**src/rtl/game_gfx_pkg.sv**
```systemverilog
// Shared graphics definitions for the frame compositor.
//   - Screen and sprite-sheet geometry, the transparent colour key.
//   - Blitter FSM state encoding.
//   - Descriptor structs: source rectangle and destination position.
//   - Address helpers for sprite VRAM (16-bit) and the framebuffer (15-bit).
package game_gfx_pkg;

    localparam int         VRAM_W      = 160;
    localparam int         FB_W        = 160;
    localparam int         FB_H        = 120;
    localparam logic [7:0] TRANSPARENT = 8'hE3;

    typedef enum logic [2:0] {
        IDLE,
        SETUP,
        RUN,
        DRAIN,
        NEXT,
        DONE
    } blit_state_t;

    typedef struct packed {
        logic [9:0] inicio_X;
        logic [9:0] inicio_Y;
        logic [9:0] final_X;
        logic [9:0] final_Y;
    } rect_t;

    typedef struct packed {
        logic [9:0] X;
        logic [9:0] Y;
    } pos_t;

    // Sprite-sheet address; the result wraps at 16 bits by construction.
    function automatic logic [15:0] vram_addr(input logic [15:0] x, input logic [15:0] y);
        return y * 16'(VRAM_W) + x;
    endfunction

    // Framebuffer address; only meaningful for unclipped coordinates.
    function automatic logic [14:0] fb_addr(input logic [10:0] x, input logic [10:0] y);
        return {4'b0, y} * 15'(FB_W) + {4'b0, x};
    endfunction

endpackage

```
**src/rtl/blit_pipe.sv**
```systemverilog
// Delay line that carries the write-side context of each VRAM read until the
// read data returns, so the write lines up with its pixel.
//   clk, reset        : clock, asynchronous active-low reset
//   push_valid/clip/addr : context captured alongside a read
//   tap_valid/clip/addr  : the same context DEPTH cycles later
module blit_pipe import game_gfx_pkg::*; #(
    parameter int DEPTH  = 2,
    parameter int ADDR_W = 15
) (
    input  logic              clk,
    input  logic              reset,
    input  logic              push_valid,
    input  logic              push_clip,
    input  logic [ADDR_W-1:0] push_addr,
    output logic              tap_valid,
    output logic              tap_clip,
    output logic [ADDR_W-1:0] tap_addr
);

    typedef struct packed {
        logic              valid;
        logic              clip;
        logic [ADDR_W-1:0] addr;
    } stage_t;

    stage_t stages [DEPTH];

    always_ff @(posedge clk or negedge reset) begin
        if (!reset) begin
            for (int i = 0; i < DEPTH; i++) begin
                stages[i] <= '0;
            end
        end else begin
            stages[0] <= '{valid: push_valid, clip: push_clip, addr: push_addr};
            for (int i = 1; i < DEPTH; i++) begin
                stages[i] <= stages[i-1];
            end
        end
    end

    assign tap_valid = stages[DEPTH-1].valid;
    assign tap_clip  = stages[DEPTH-1].clip;
    assign tap_addr  = stages[DEPTH-1].addr;

endmodule

```
**src/rtl/layer_blitter.sv**
```systemverilog
// Frame compositor: walks layer descriptors 0..NUM_LAYERS-1 once per start,
// copying each source rectangle from sprite VRAM into the framebuffer in
// raster order, skipping the transparent key and clipping at screen edges.
//   clk, reset          : clock, asynchronous active-low reset
//   start               : frame request, sampled in IDLE only
//   busy, done          : frame in progress / one-cycle completion pulse
//   layer               : descriptor index presented to game logic
//   vram_inicio_*/final_*, FB_X/FB_Y : descriptor for the current layer
//   vram_rd_*           : sprite read port, data returns RD_LAT cycles later
//   fb_wr_*             : framebuffer write port
//
// state | meaning
// IDLE  | waiting for start
// SETUP | latch descriptor for the current layer
// RUN   | one VRAM read per cycle over the rectangle
// DRAIN | let the last RD_LAT reads return
// NEXT  | advance layer or finish
// DONE  | done pulse, layer back to 0
module layer_blitter import game_gfx_pkg::*; #(
    parameter int NUM_LAYERS = 14,
    parameter int PIX_W      = 8,
    parameter int RD_LAT     = 2
) (
    input  logic             clk,
    input  logic             reset,
    input  logic             start,
    output logic             busy,
    output logic             done,
    output logic [32:0]      layer,
    input  logic [9:0]       vram_inicio_X,
    input  logic [9:0]       vram_inicio_Y,
    input  logic [9:0]       vram_final_X,
    input  logic [9:0]       vram_final_Y,
    input  logic [9:0]       FB_X,
    input  logic [9:0]       FB_Y,
    output logic             vram_rd_en,
    output logic [15:0]      vram_rd_addr,
    input  logic [PIX_W-1:0] vram_rd_data,
    output logic             fb_wr_en,
    output logic [14:0]      fb_wr_addr,
    output logic [PIX_W-1:0] fb_wr_data
);

    localparam int DRAIN_W = (RD_LAT > 1) ? $clog2(RD_LAT) : 1;

    blit_state_t        state;
    blit_state_t        state_nxt;
    rect_t              rect_q;
    pos_t               pos_q;
    logic [9:0]         dx;
    logic [9:0]         dy;
    logic [DRAIN_W-1:0] drain_cnt;
    logic [32:0]        layer_q;

    logic [9:0]         w_m1;
    logic [9:0]         h_m1;
    logic               desc_empty;
    logic               last_px;
    logic               last_layer;
    logic [10:0]        fx;
    logic [10:0]        fy;
    logic               clip;
    logic               tap_valid;
    logic               tap_clip;
    logic [14:0]        tap_addr;

    // The emptiness test looks at the live inputs because the latched copy
    // only becomes valid at the end of SETUP.
    assign desc_empty = (vram_final_X < vram_inicio_X) || (vram_final_Y < vram_inicio_Y);
    assign w_m1       = rect_q.final_X - rect_q.inicio_X;
    assign h_m1       = rect_q.final_Y - rect_q.inicio_Y;
    assign last_px    = (dx == w_m1) && (dy == h_m1);
    assign last_layer = (layer_q == 33'(NUM_LAYERS - 1));

    always_ff @(posedge clk or negedge reset) begin
        if (!reset) begin
            state <= IDLE;
        end else begin
            state <= state_nxt;
        end
    end

    always_comb begin
        state_nxt = state;
        unique case (state)
            IDLE:  if (start) state_nxt = SETUP;
            SETUP: state_nxt = desc_empty ? NEXT : RUN;
            RUN:   if (last_px) state_nxt = DRAIN;
            DRAIN: if (drain_cnt == '0) state_nxt = NEXT;
            NEXT:  state_nxt = last_layer ? DONE : SETUP;
            DONE:  state_nxt = IDLE;
            default: state_nxt = IDLE;
        endcase
    end

    always_ff @(posedge clk or negedge reset) begin
        if (!reset) begin
            rect_q    <= '0;
            pos_q     <= '0;
            dx        <= '0;
            dy        <= '0;
            drain_cnt <= '0;
            layer_q   <= '0;
        end else begin
            unique case (state)
                IDLE: begin
                    layer_q <= '0;
                end
                SETUP: begin
                    rect_q.inicio_X <= vram_inicio_X;
                    rect_q.inicio_Y <= vram_inicio_Y;
                    rect_q.final_X  <= vram_final_X;
                    rect_q.final_Y  <= vram_final_Y;
                    pos_q.X         <= FB_X;
                    pos_q.Y         <= FB_Y;
                    dx              <= '0;
                    dy              <= '0;
                    drain_cnt       <= DRAIN_W'(RD_LAT - 1);
                end
                RUN: begin
                    if (dx == w_m1) begin
                        dx <= '0;
                        dy <= dy + 10'd1;
                    end else begin
                        dx <= dx + 10'd1;
                    end
                end
                DRAIN: begin
                    if (drain_cnt != '0) drain_cnt <= drain_cnt - 1'b1;
                end
                NEXT: begin
                    layer_q <= last_layer ? '0 : layer_q + 33'd1;
                end
                default: begin
                end
            endcase
        end
    end

    assign busy  = state inside {SETUP, RUN, DRAIN, NEXT};
    assign done  = (state == DONE);
    assign layer = layer_q;

    assign vram_rd_en   = (state == RUN);
    assign vram_rd_addr = vram_rd_en
                        ? vram_addr(16'(rect_q.inicio_X) + 16'(dx), 16'(rect_q.inicio_Y) + 16'(dy))
                        : '0;

    // 11-bit destination coordinates cannot wrap for any 10-bit origin/offset.
    assign fx   = 11'(pos_q.X) + 11'(dx);
    assign fy   = 11'(pos_q.Y) + 11'(dy);
    assign clip = (fx >= 11'(FB_W)) || (fy >= 11'(FB_H));

    blit_pipe #(
        .DEPTH  (RD_LAT),
        .ADDR_W (15)
    ) u_pipe (
        .clk        (clk),
        .reset      (reset),
        .push_valid (vram_rd_en),
        .push_clip  (clip),
        .push_addr  (fb_addr(fx, fy)),
        .tap_valid  (tap_valid),
        .tap_clip   (tap_clip),
        .tap_addr   (tap_addr)
    );

    assign fb_wr_en   = tap_valid && !tap_clip && (vram_rd_data != PIX_W'(TRANSPARENT));
    assign fb_wr_addr = fb_wr_en ? tap_addr : '0;
    assign fb_wr_data = fb_wr_en ? vram_rd_data : '0;

endmodule

```
**config.mk**
```make
export PLATFORM = sky130hd
export DESIGN_NAME = layer_blitter
export DESIGN_NICKNAME = d
export VERILOG_FILES = /design/src/rtl/game_gfx_pkg.sv /design/src/rtl/blit_pipe.sv /design/src/rtl/layer_blitter.sv
export SDC_FILE = /design/constraint.sdc
export NUM_CORES = 1
export LEC_CHECK = 0
export CORE_ASPECT_RATIO = 1.1
export CORE_UTILIZATION = 58
export CTS_BUF_LIST = sky130_fd_sc_hd__clkbuf_8
export CTS_CLUSTER_DIAMETER = 80
export DETAILED_ROUTE_END_ITERATION = 10
export PLACE_DENSITY = 0.84
export SYNTH_ARGS = -nofsm -noshare
export SYNTH_HDL_FRONTEND = slang
export SYNTH_SLANG_ARGS = --single-unit
export TNS_END_PERCENT = 50
```
**constraint.sdc**
```tcl
create_clock -name clk -period 6.7 [get_ports clk]
set_input_delay 2.01 -clock clk [delete_from_list [all_inputs] [get_ports clk]]
set_output_delay 2.01 -clock clk [all_outputs]
set_load 0.03 [all_outputs]
```
-- After elaboration in Yosys (flattened, before gate mapping)
Cells that the tools add are included.
- bits in registers: 151
- bits of input ports: 71
- output and inout bits: 76
- add/sub/neg operators: 12
- $mul: 2
- order comparisons: 4
- equal/unequal tests: 13
- multiplexer cells: 17
- reductions and logical operators: 13
- operator list (operator ; count):
    33-bit one-hot mux with 2 select lines ; 1
    10-bit by 10-bit adder with 11-bit output ; 4
    10-bit one-hot mux with 2 select lines ; 2
    33-bit by 1-bit adder with 33-bit output (second input constant) ; 1
    33-bit by 4-bit == test with 1-bit output (second input constant) ; 1
    33-bit two-way mux ; 1
    10-bit by 1-bit adder with 10-bit output (second input constant) ; 2
    10-bit == test ; 2
    10-bit < comparator ; 2
    10-bit two-way mux ; 2
    10-bit subtractor ; 2
    16-bit by 11-bit adder with 16-bit output ; 1
    16-bit two-way mux ; 1
    15-bit by 11-bit adder with 15-bit output ; 1
    15-bit two-way mux ; 1
    3-bit two-way mux ; 5
    3-bit one-hot mux with 5 select lines ; 1
    11-bit by 7-bit greater-or-equal comparator with 1-bit output (second input constant) ; 1
    11-bit by 8-bit greater-or-equal comparator with 1-bit output (second input constant) ; 1
    11-bit by 3-bit multiplier with 10-bit output (second input constant) ; 1
    11-bit by 3-bit multiplier with 11-bit output (second input constant) ; 1
    8-bit two-way mux ; 1
    8-bit != test (second input constant) ; 1
    3-bit by 2-bit == test with 1-bit output (second input constant) ; 2
    15 further kinds ; 23

-- Longest topological paths before layout
Gate-level depths: netlist (run 1).
- depth in word-level cells: 5
- gate-level depth with buffers: 19
- mapped depth without buffers: 19

-- Hierarchy
Synthesis (run 1) repeated with hierarchy kept, for this count alone.
- cell total of the unflattened synthesis: 1253
- area total of the unflattened synthesis: 10919.2 µm²
- modules (own cells, without submodules) (module ; instances ; cells an instance ; area each (µm²)):
    layer_blitter ; 1 ; 1204 ; 9955.8
    blit_pipe ; 1 ; 49 ; 963.4

-- Worst setup path after synthesis (run 1)
Ideal clock, no wire load.
- path kind: register to output
- start point: register dy[0]
- end point: output vram_rd_addr[12]
- data arrival time: 4.416 ns
- required time: 4.690 ns
- slack: 0.274 ns
- stages on the path, launching flop included: 20
- cell sequence: dfrtp_1 > ha_1 > inv_1 > fa_1 > inv_1 > a21o_1 > a21oi_1 > xnor2_1 > ha_1 > inv_1 > fa_1 > inv_1 > fa_1 > ha_1 > nand3_1 > o311ai_0 > a21oi_1 > nor2b_1 > xnor2_1 > nor2_1
- word-level cells in the longest chain between the ends: 4
- ends and longest elaborated chain (what ; RTL line ; RTL):
    start: declaration ; layer_blitter.sv:51 ; logic [9:0] dy;
    start signal: assignment ; layer_blitter.sv:123 ; dy <= dy + 10'd1;
    10-bit by 10-bit adder with 11-bit output ; layer_blitter.sv:146 ; ? vram_addr(16'(rect_q.inicio_X) + 16'(dx), 16'(rect_q.inicio_Y) + 16'(dy))
    11-bit by 3-bit multiplier with 11-bit output ; game_gfx_pkg.sv:36 ; return y * 16'(VRAM_W) + x;
    16-bit by 11-bit adder with 16-bit output ; game_gfx_pkg.sv:36 ;
    16-bit two-way mux ; layer_blitter.sv:146 ;
    end: declaration ; layer_blitter.sv:37 ; output logic [15:0] vram_rd_addr,
No other way between the ends.

-- Final worst setup path (run 1)
Same ends and word-level chain as after synthesis.

==> out/results.ini, run 1 <==
[placement]
dp_hpwl_microns=19300
placed_cell_area_sq_um=12500
dp.cells=1600
port_buffers=146
gp_congestion=0.869

[layout]
syn_to_final_growth_pct=21.7
fin_nets=1589
final_util=0.717
layout_commonest_cell=nand2_1
fin_cells=1643
drive_gt1_frac=0.0721
multi_input_area_sq_um=6700
finish.instance_area_sq_um=13200
n_antenna_cell=0
layout_common_cells=nand2_1, dfrtp_1, clkdlybuf4s50_1, ha_1, o21ai_0
seqCellArea_sq_um=3780
filler_cell_count=1345

[timing]
grt_setup_unrepaired=true
fin_crit_ps=6740
slew-limit-headroom=0.213
fin_setup_tns_ps=-43.4
fmax_mhz=148
worst-slew-pin-transition_ps=1180
setup_slack_ps=-35.0
setup_viol=2
whs_ps=351
finalHoldViolations=0
fin_crit_sh=1.01
maxSlewViolCount=0
skew_ps=20.2

[detailed_routing]
drtIter0Drc=649
drt_first_pass_iters=6
via_per_inst=5.87
totalWireLength_microns=27200
wl_per_cell_microns=16.6
dr_total_vias=9645
antenna_left=0
drc=0

[clocking]
cts.sinks=151
cts_hold_buf=0
clk_pin_slew_ps=90
cts_buffers=17
clk_latency_ps=480
cts_tree=yes
clockBufferDepth=2
cts-root-buf=clkbuf_8
htreeDepth=4

[critical_path]
critPathKind=flop to output pin
crit_required_ps=4690
crit_path_start_kind=flop
critPathArrivalTime_ps=4730
timing.rr.start=dy[0]
cp-end-kind=output pin
reg2reg_to=u_pipe.stages[31]
reg2reg_depth=18
path_max_fanout=4
r2r_setup_slack_ps=2250

[floorplan]
dieArea_sq_um=19200
start_util=0.589
die_x_microns=132
io_pins=147
fp-row-count=52
die_y_microns=145
core_area_sq_um=18300

[yosys]
synth_area_per_cell_sq_um=8.68
synthTopCellsByArea=dfrtp_1, ha_1, nand2_1, o21ai_0, xnor2_1
postSynthNetCount=1448
synth_top_area_frac=0.350
synth_warnings=0
async_flop_share=1.00
yosys.cell_types.count=66
ys_seq_area_frac=0.350
synth_edf_count=0
yosys_most_used_dff=dfrtp_1
yosysTopAreaCell=dfrtp_1
syn-cell-area_sq_um=10800
synth.ff_latch_count=151
postSynthCellCount=1246

[pwr]
p_per_area_nw_per_um2=465
ir_worst_vdd_uv=545
leakage_nw=6.24

[global_routing]
grt-ovfl-total=0
antenna_found_initial=0
grt_max_degree=101
grt_pass1_vias=9265
grt_pass1_wl_microns=43800
gr-usage-all-layers=0.283

[hold_path]
min_to=u_pipe.tap_addr[10]
min_path_cells=0
min_path_type=flop to flop
worstHoldStart=u_pipe.stages[27]

[flow_run]
maxCapViolCount=0

[run_status]
status=complete, but fails checks
violations=negative setup slack

## routing by layer
metal	share of wire	global-route usage	vias up
met5	0	0	-
met4	0.029	0.106	0
met3	0.064	0.0444	64
met2	0.48	0.470	395
met1	0.42	0.374	4549
li1	-	-	4637
## power by group
| group | total [mW] | switching (mW) | internal [mW] |
|---|---|---|---|
| logic | 3.95 | 2.23 | 1.72 |
| clock network | 0.757 | 0.380 | 0.377 |
| registers | 1.41 | 0.187 | 1.22 |
## cell families (layout without fill, tap and decap cells)
logic type | Yosys count | in the layout | share of synthesized area
flip-flops | 151 | 151 | 0.350
buffers and inverters | 137 | 291 | 0.0485
AO/OA/AOI/OAI | 273 | 273 | 0.157
multiplexers | 8 | 8 | 0.00752
AND/OR/NAND/NOR | 457 | 457 | 0.203
adder cells (fa/ha/maj) | 131 | 131 | 0.161
XOR/XNOR | 89 | 89 | 0.0734
## through the flow
step	total power [mW]	worst slack, ps
final	6.12	-35.0
after global routing	6.59	-147
after CTS	5.87	11.0
after floorplan	4.11	274
after detailed placement	4.90	154
after global placement	4.75	308
## worst max path at each step
stage	from	slack [ps]	to	cells after the start
after global routing	rect_q[20]	-150	vram_rd_addr[12]	19
after floorplan	dy[0]	270	vram_rd_addr[12]	19
after CTS	dy[0]	10	vram_rd_addr[12]	20
final	dy[0]	-40	vram_rd_addr[12]	19
after detailed placement	rect_q[20]	150	vram_rd_addr[11]	18
after global placement	rect_q[20]	310	vram_rd_addr[11]	18
## final cells by class
cell class	instances	share of cell area
Clock inverter	15	0.0145
Sequential cell	151	0.287
Timing Repair Buffer	167	0.122
Inverter	92	0.0262
Clock buffer	17	0.0178
Tap cell	243	0.0231
Multi-Input combinational cell	958	0.509
## registers in the layout, summed over array words and instances, names as in the netlist
| signal | flops |
|---|---|
| drain_cnt | 1 |
| u_pipe.tap_addr | 15 |
| layer | 33 |
| u_pipe.tap_valid | 1 |
| u_pipe.stages | 17 |
| rect_q | 40 |
| state | 3 |
| dy | 10 |
| pos_q | 20 |
| u_pipe.tap_clip | 1 |
| dx | 10 |
## cell usage after synthesis, drive strengths merged, types with 7 or more instances
| library cell | n |
|---|---|
| or2 | 8 |
| xnor2 | 56 |
| nor2 | 59 |
| nor3 | 19 |
| o31ai | 13 |
| nand4 | 20 |
| nand3 | 34 |
| fa | 14 |
| clkbuf | 41 |
| inv | 92 |
| o41ai | 9 |
| nand2b | 14 |
| or3 | 12 |
| mux2i | 7 |
| a21o | 18 |
| nor2b | 18 |
| a31oi | 22 |
| and2 | 30 |
| ha | 117 |
| a21oi | 48 |
| nand2 | 197 |
| and3 | 17 |
| xor2 | 32 |
| o21ai | 107 |
| o21bai | 8 |
| nor4 | 11 |
| o21a | 10 |
| dfrtp | 151 |
## what timing repair did
action / in CTS / in global routing
endpoints found under the setup margin: 5 / 7
buffers inserted: 6 / 5
pin swaps: 5 / 22
resized for setup: 11 / 23
## critical path, stage by stage, from the launching register on
cell and delay (ps):
dfrtp_1 370, ha_2 200, inv_2 50, fa_2 360
buf_4 160, xnor2_2 220, ha_1 250, ha_4 160
inv_2 40, fa_1 530, inv_1 50, fa_1 510
ha_4 340, nand3_4 80, o311ai_4 270, a21oi_2 100
nor2b_1 150, xnor2_1 140, nor2_1 60, buf_4 200
Note: power is estimated with default switching activity, not from simulation.
==> run 2, diff against run 1 <==
--- a/config.mk
+++ b/config.mk
@@ -12,3 +12,3 @@
 export DETAILED_ROUTE_END_ITERATION = 10
-export PLACE_DENSITY = 0.84
+export PLACE_DENSITY = 0.89
 export SYNTH_ARGS = -nofsm -noshare
==> constraint.sdc (replaced) <==
create_clock -name clk -period 6.7 [get_ports clk]
set_input_delay 1.34 -clock clk [delete_from_list [all_inputs] [get_ports clk]]
set_output_delay 1.34 -clock clk [all_outputs]
set_load 0.03 [all_outputs]
==> run 2 against run 1 <==
The run now ends clean. First-iteration DRC count increased by 3.9%. Critical endpoint is now vram_rd_addr[10]. Flip-flop and latch count unchanged. Highest routed layer is now met5. Via count decreased by 1.4%. Register-to-register slack improved by 170 ps. Critical path depth decreased by 1. Utilization decreased by 1.7 points. Largest power group unchanged. Worst hold slack about the same.
==> out/results.ini, run 2 (same netlist as run 1, synthesis figures left out) <==
[global_routing]
antenna_found_initial=1
grt-ovfl-total=0
gr-usage-all-layers=0.280
grt_max_degree=94
grt_pass1_wl_microns=43500
grt_pass1_vias=9163

[clocking]
cts-root-buf=clkbuf_8
clk_pin_slew_ps=80
cts.sinks=151
cts_buffers=17
cts_tree=yes
clockBufferDepth=2
htreeDepth=4
clk_latency_ps=470

[critical_path]
crit_required_ps=5360
critPathKind=flop to output pin
critPathArrivalTime_ps=5100
path_buf_inv=5
critPathLaunch=rect_q[20]
critPathMaxStageDelay_ps=680
timing.rr.start=dy[0]
slowest_stage=clkdlybuf4s50_1
reg2reg_depth=17
path_max_fanout=4
path_cells=ha_1 > inv_1 > fa_1 > inv_1 > a21o_1 > a21oi_1 > xnor2_1 > ha_1 > inv_1 > fa_1 > inv_1 > fa_1 > ha_1 > nand3_1 > o311ai_2 > xnor2_1 > nor2_1 > clkdlybuf4s50_1
reg2reg_to=u_pipe.stages[31]
r2r_setup_slack_ps=2420
crit_path_start_kind=flop
critPathTopFamily=adder cells
cp-end-kind=output pin
crit_top_cell=inv_1

[detailed_routing]
wl_per_cell_microns=16.0
totalWireLength_microns=26000
drtIter0Drc=674
antenna_left=0
drc=0
dr_total_vias=9511
drt_first_pass_iters=5
via_per_inst=5.84

[pwr]
power.total_mw=5.64
pwr-share-comb=0.630
ir_worst_vdd_uv=404
p_sw_frac=0.465
switchingPower_mw=2.62
p_int_mw=3.02
leakage_nw=6.08
p_per_area_nw_per_um2=439
pwr-share-seq=0.251
clockPowerShare=0.119

[placement]
gp_congestion=0.909
dp.cells=1596
placed_cell_area_sq_um=12500
port_buffers=146
dp_hpwl_microns=19400
place_ws_ps=379

[hold_path]
worstHoldStart=u_pipe.stages[32]
min_path_cells=0
min_to=u_pipe.tap_clip
min_path_type=flop to flop

[timing]
whs_ps=351
fmax_mhz=155
skew_ps=13.3
finalHoldViolations=0
slew-limit-headroom=0.220
maxSlewViolCount=0
setup_slack_ps=258
worst-slew-pin-transition_ps=1170
setup_viol=0
fin_crit_ps=6440
fin_setup_tns_ps=0
fin_crit_sh=0.961

[layout]
largest_register_ffs=40
n_antenna_cell=0
regMostFlops=rect_q
fin_cells=1628
drive_gt1_frac=0.0419
layout_common_cells=nand2_1, dfrtp_1, clkdlybuf4s50_1, ha_1, o21ai_0
finish.instance_area_sq_um=12900
fin_nets=1574
layout_commonest_cell=nand2_1
final_util=0.701
syn_to_final_growth_pct=18.9

[floorplan]
dieArea_sq_um=19200
core_area_sq_um=18300
fp-row-count=52
io_pins=147
start_util=0.589
die_y_microns=145
die_x_microns=132

[run_status]
status=finished, final reports clean

[flow_run]
maxCapViolCount=0

[run 2: changes by cell type in the layout (fill, tap and decap cells not counted), sizes merged]
cell / before / now
buf: 27 / 7
clkinv: 0 / 7
inv: 100 / 96
bufinv: 3 / 0
clkdlybuf4s50: 138 / 141
clkbuf: 17 / 19
clkinvlp: 4 / 2
clkdlybuf4s15: 0 / 1
dlymetal6s2s: 1 / 2
[run 2: area by class of cell]
type | count | area [sq um]
multi-input cells | 958 | 6540
fillers | 1367 | 5490
flip-flops and latches | 151 | 3780
repair buffers | 152 | 1510
inverters | 92 | 345
well taps | 243 | 304
clock buffers | 19 | 262
clock inverters | 13 | 116
[run 2: routing by layer]
layer | GRT usage | wire, microns
met5 | 0 | 11
met1 | 0.367 | 11200
met4 | 0.122 | 884
met2 | 0.459 | 12400
met3 | 0.0444 | 1500
[run 2: worst max path at each step]
| stage | endpoint | slack (ps) | cells past startpoint |
|---|---|---|---|
| floorplan | vram_rd_addr[12] | 940 | 19 |
| global placement | vram_rd_addr[12] | 530 | 20 |
| global route | vram_rd_addr[11] | -5 | 18 |
| detailed placement | vram_rd_addr[12] | 380 | 18 |
| CTS | vram_rd_addr[15] | 10 | 19 |
| finish | vram_rd_addr[10] | 260 | 18 |
[run 2: worst reg2reg max path, stage by stage (launching register included)]
cell and delay, ps:
dfrtp_1 390, buf_4 170, ha_1 220, fa_1 410, a21oi_1 220, nor2_1 70, a2111oi_0 650, xnor2_1 240
ha_1 350, ha_1 340, nand2_1 60, o21ai_0 210, o21a_1 140, nor2_1 40, xnor2_1 200, o2111ai_1 160
xnor2_1 170, xnor2_1 120
[run 2: what timing repair did]
item                       in CTS  in global routing
buffers inserted                0                  0
hold buffers                    0                  0
setup endpoints to repair       2                  5
gates resized for setup         3                  4
[run 2: power groups by stage]
stage          clock [mW]  combinational, mW  sequential (mW)
6_report            0.669               3.55             1.42
5_1_grt             0.718               3.97             1.45
4_1_cts             0.677               3.51             1.41
3_5_place_dp            0               3.46             1.43
3_3_place_gp            0               3.33             1.42
2_1_floorplan           0               2.75             1.37
==> run 3, diff against run 2 <==
- CORE_MARGIN: default -> 2
==> run 3 against run 2 <==
Setup slack improved by 18 ps. Total power rose by 0.18%. Worst hold slack got worse by 0.77 ps. Non-clock buffer count rose by 2. Cell area rose by 0.15%. Die area rose by 2.9%. Combinational power barely moved. Count of clock-buffer cells in the layout fell by 1. Final cell count rose by 0.12%. Global-route usage fell by 1.1 points. Critical endpoint is now vram_rd_addr[13]. Largest cell class unchanged. Largest power group unchanged.
==> out/results.ini, run 3 (same netlist as run 1, synthesis figures left out) <==
[critical_path]
critPathLaunch=rect_q[20]
path_cells=ha_1 > inv_1 > fa_1 > inv_1 > a21o_1 > a21oi_1 > xnor2_1 > ha_1 > inv_1 > fa_1 > inv_1 > fa_1 > ha_1 > a21o_1 > a31oi_1 > o21ai_0 > a21oi_1 > clkdlybuf4s50_1
timing.rr.start=dy[0]
cp.depth=18
setup.worst_path.end=vram_rd_addr[13]
critPathTopFamily=adder cells
crit_required_ps=5360
critPathMaxStageDelay_ps=690
critPathArrivalTime_ps=5080
critPathKind=flop to output pin
path_max_fanout=4
r2r_setup_slack_ps=2390
crit_path_start_kind=flop
reg2reg_to=u_pipe.stages[31]
slowest_stage=clkdlybuf4s50_1
path_buf_inv=5
crit_top_cell=inv_1
reg2reg_depth=17
cp-end-kind=output pin

[timing]
fin_crit_sh=0.959
maxSlewViolCount=0
slew-limit-headroom=0.275
fmax_mhz=156
worst-slew-pin-transition_ps=1090
whs_ps=351
finalHoldViolations=0
grt_setup_unrepaired=false
skew_ps=15.3
fin_crit_ps=6420
fin_setup_tns_ps=0
setup_viol=0

[layout]
syn_to_final_growth_pct=19.1
n_antenna_cell=0
largest_register_ffs=40
layout_common_cells=nand2_1, dfrtp_1, clkdlybuf4s50_1, ha_1, o21ai_0
drive_gt1_frac=0.0418
fin_nets=1576
layout_commonest_cell=nand2_1
regMostFlops=rect_q

[detailed_routing]
totalWireLength_microns=25800
drc=0
drtIter0Drc=799
dr_total_vias=9402
via_per_inst=5.77
drt_first_pass_iters=5
antenna_left=0
wl_per_cell_microns=15.9

[placement]
gp_congestion=0.895
port_buffers=146
dp_hpwl_microns=19500

[pwr]
pwr-share-seq=0.250
clockPowerShare=0.122
p_int_mw=3.05
pwr-share-comb=0.628
switchingPower_mw=2.60
leakage_nw=6.09
ir_worst_vdd_uv=563
p_sw_frac=0.460
p_per_area_nw_per_um2=439

[global_routing]
gr-usage-all-layers=0.269
grt_pass1_wl_microns=43400
grt-ovfl-total=0
antenna_found_initial=0
grt_max_degree=102
grt_pass1_vias=9205

[floorplan]
die_x_microns=134
start_util=0.589
core_area_sq_um=18300
die_y_microns=147
fp-row-count=52
io_pins=147
dieArea_sq_um=19700

[clocking]
clk_pin_slew_ps=80
htreeDepth=4
clockBufferDepth=2
postCtsSetupBuffers=0
cts.sinks=151
clk_latency_ps=460
cts_buffers=17
cts_tree=yes
cts-root-buf=clkbuf_8

[hold_path]
worstHoldStart=u_pipe.stages[31]
min_path_type=flop to flop
min_path_cells=0

[flow_run]
maxCapViolCount=0

[run_status]
status=finished, final reports clean

run 3: power by group through the flow:
stage	registers (mW)	logic, mW	clock network (mW)
floorplan	1.37	2.75	0
global placement	1.42	3.34	0
detailed placement	1.43	3.46	0
CTS	1.41	3.51	0.707
global route	1.45	3.96	0.738
finish	1.41	3.55	0.691
run 3: cell type report:
cell class                      count  area, sq um
Timing Repair Buffer              154         1530
Inverter                           92          345
Multi-Input combinational cell    958         6530
Clock buffer                       18          248
Tap cell                          243          304
Clock inverter                     14          141
Fill cell                        1394         5480
Sequential cell                   151         3780
run 3: worst min-delay path by stage:
stage	endpoint	slack, ps
detailed placement	u_pipe.tap_addr[1]	330
floorplan	u_pipe.tap_addr[0]	330
global placement	u_pipe.tap_addr[11]	330
global route	u_pipe.tap_addr[14]	360
CTS	u_pipe.tap_addr[5]	350
finish	u_pipe.tap_addr[14]	350
run 3: what timing repair did:
item	CTS	global route
cloned	0	0
hold endpoints to repair	0	0
endpoints found under the setup margin	2	3
gates resized for setup	2	3
hold buffers	0	0
run 3: per-layer routing:
metal	part of all wire	global-route usage	vias to the layer above
met3	0.054	0.0386	64
met4	0.037	0.118	0
met2	0.48	0.442	338
met5	0	0	-
met1	0.43	0.355	4408
li1	-	-	4592
run 3: stage by stage:
stage               total power, mW  cell area (sq um)  setup WS [ps]  cells  utilization
floorplan                      4.11              10800            944   1246            -
global placement               4.75              12500            536   1598        0.680
detailed placement             4.89              12500            400   1598        0.680
CTS                            5.63              12900           6.39   1630        0.701
global route                   6.14              12900           91.7   1630        0.702
finish                         5.65              12900            276   1630        0.702
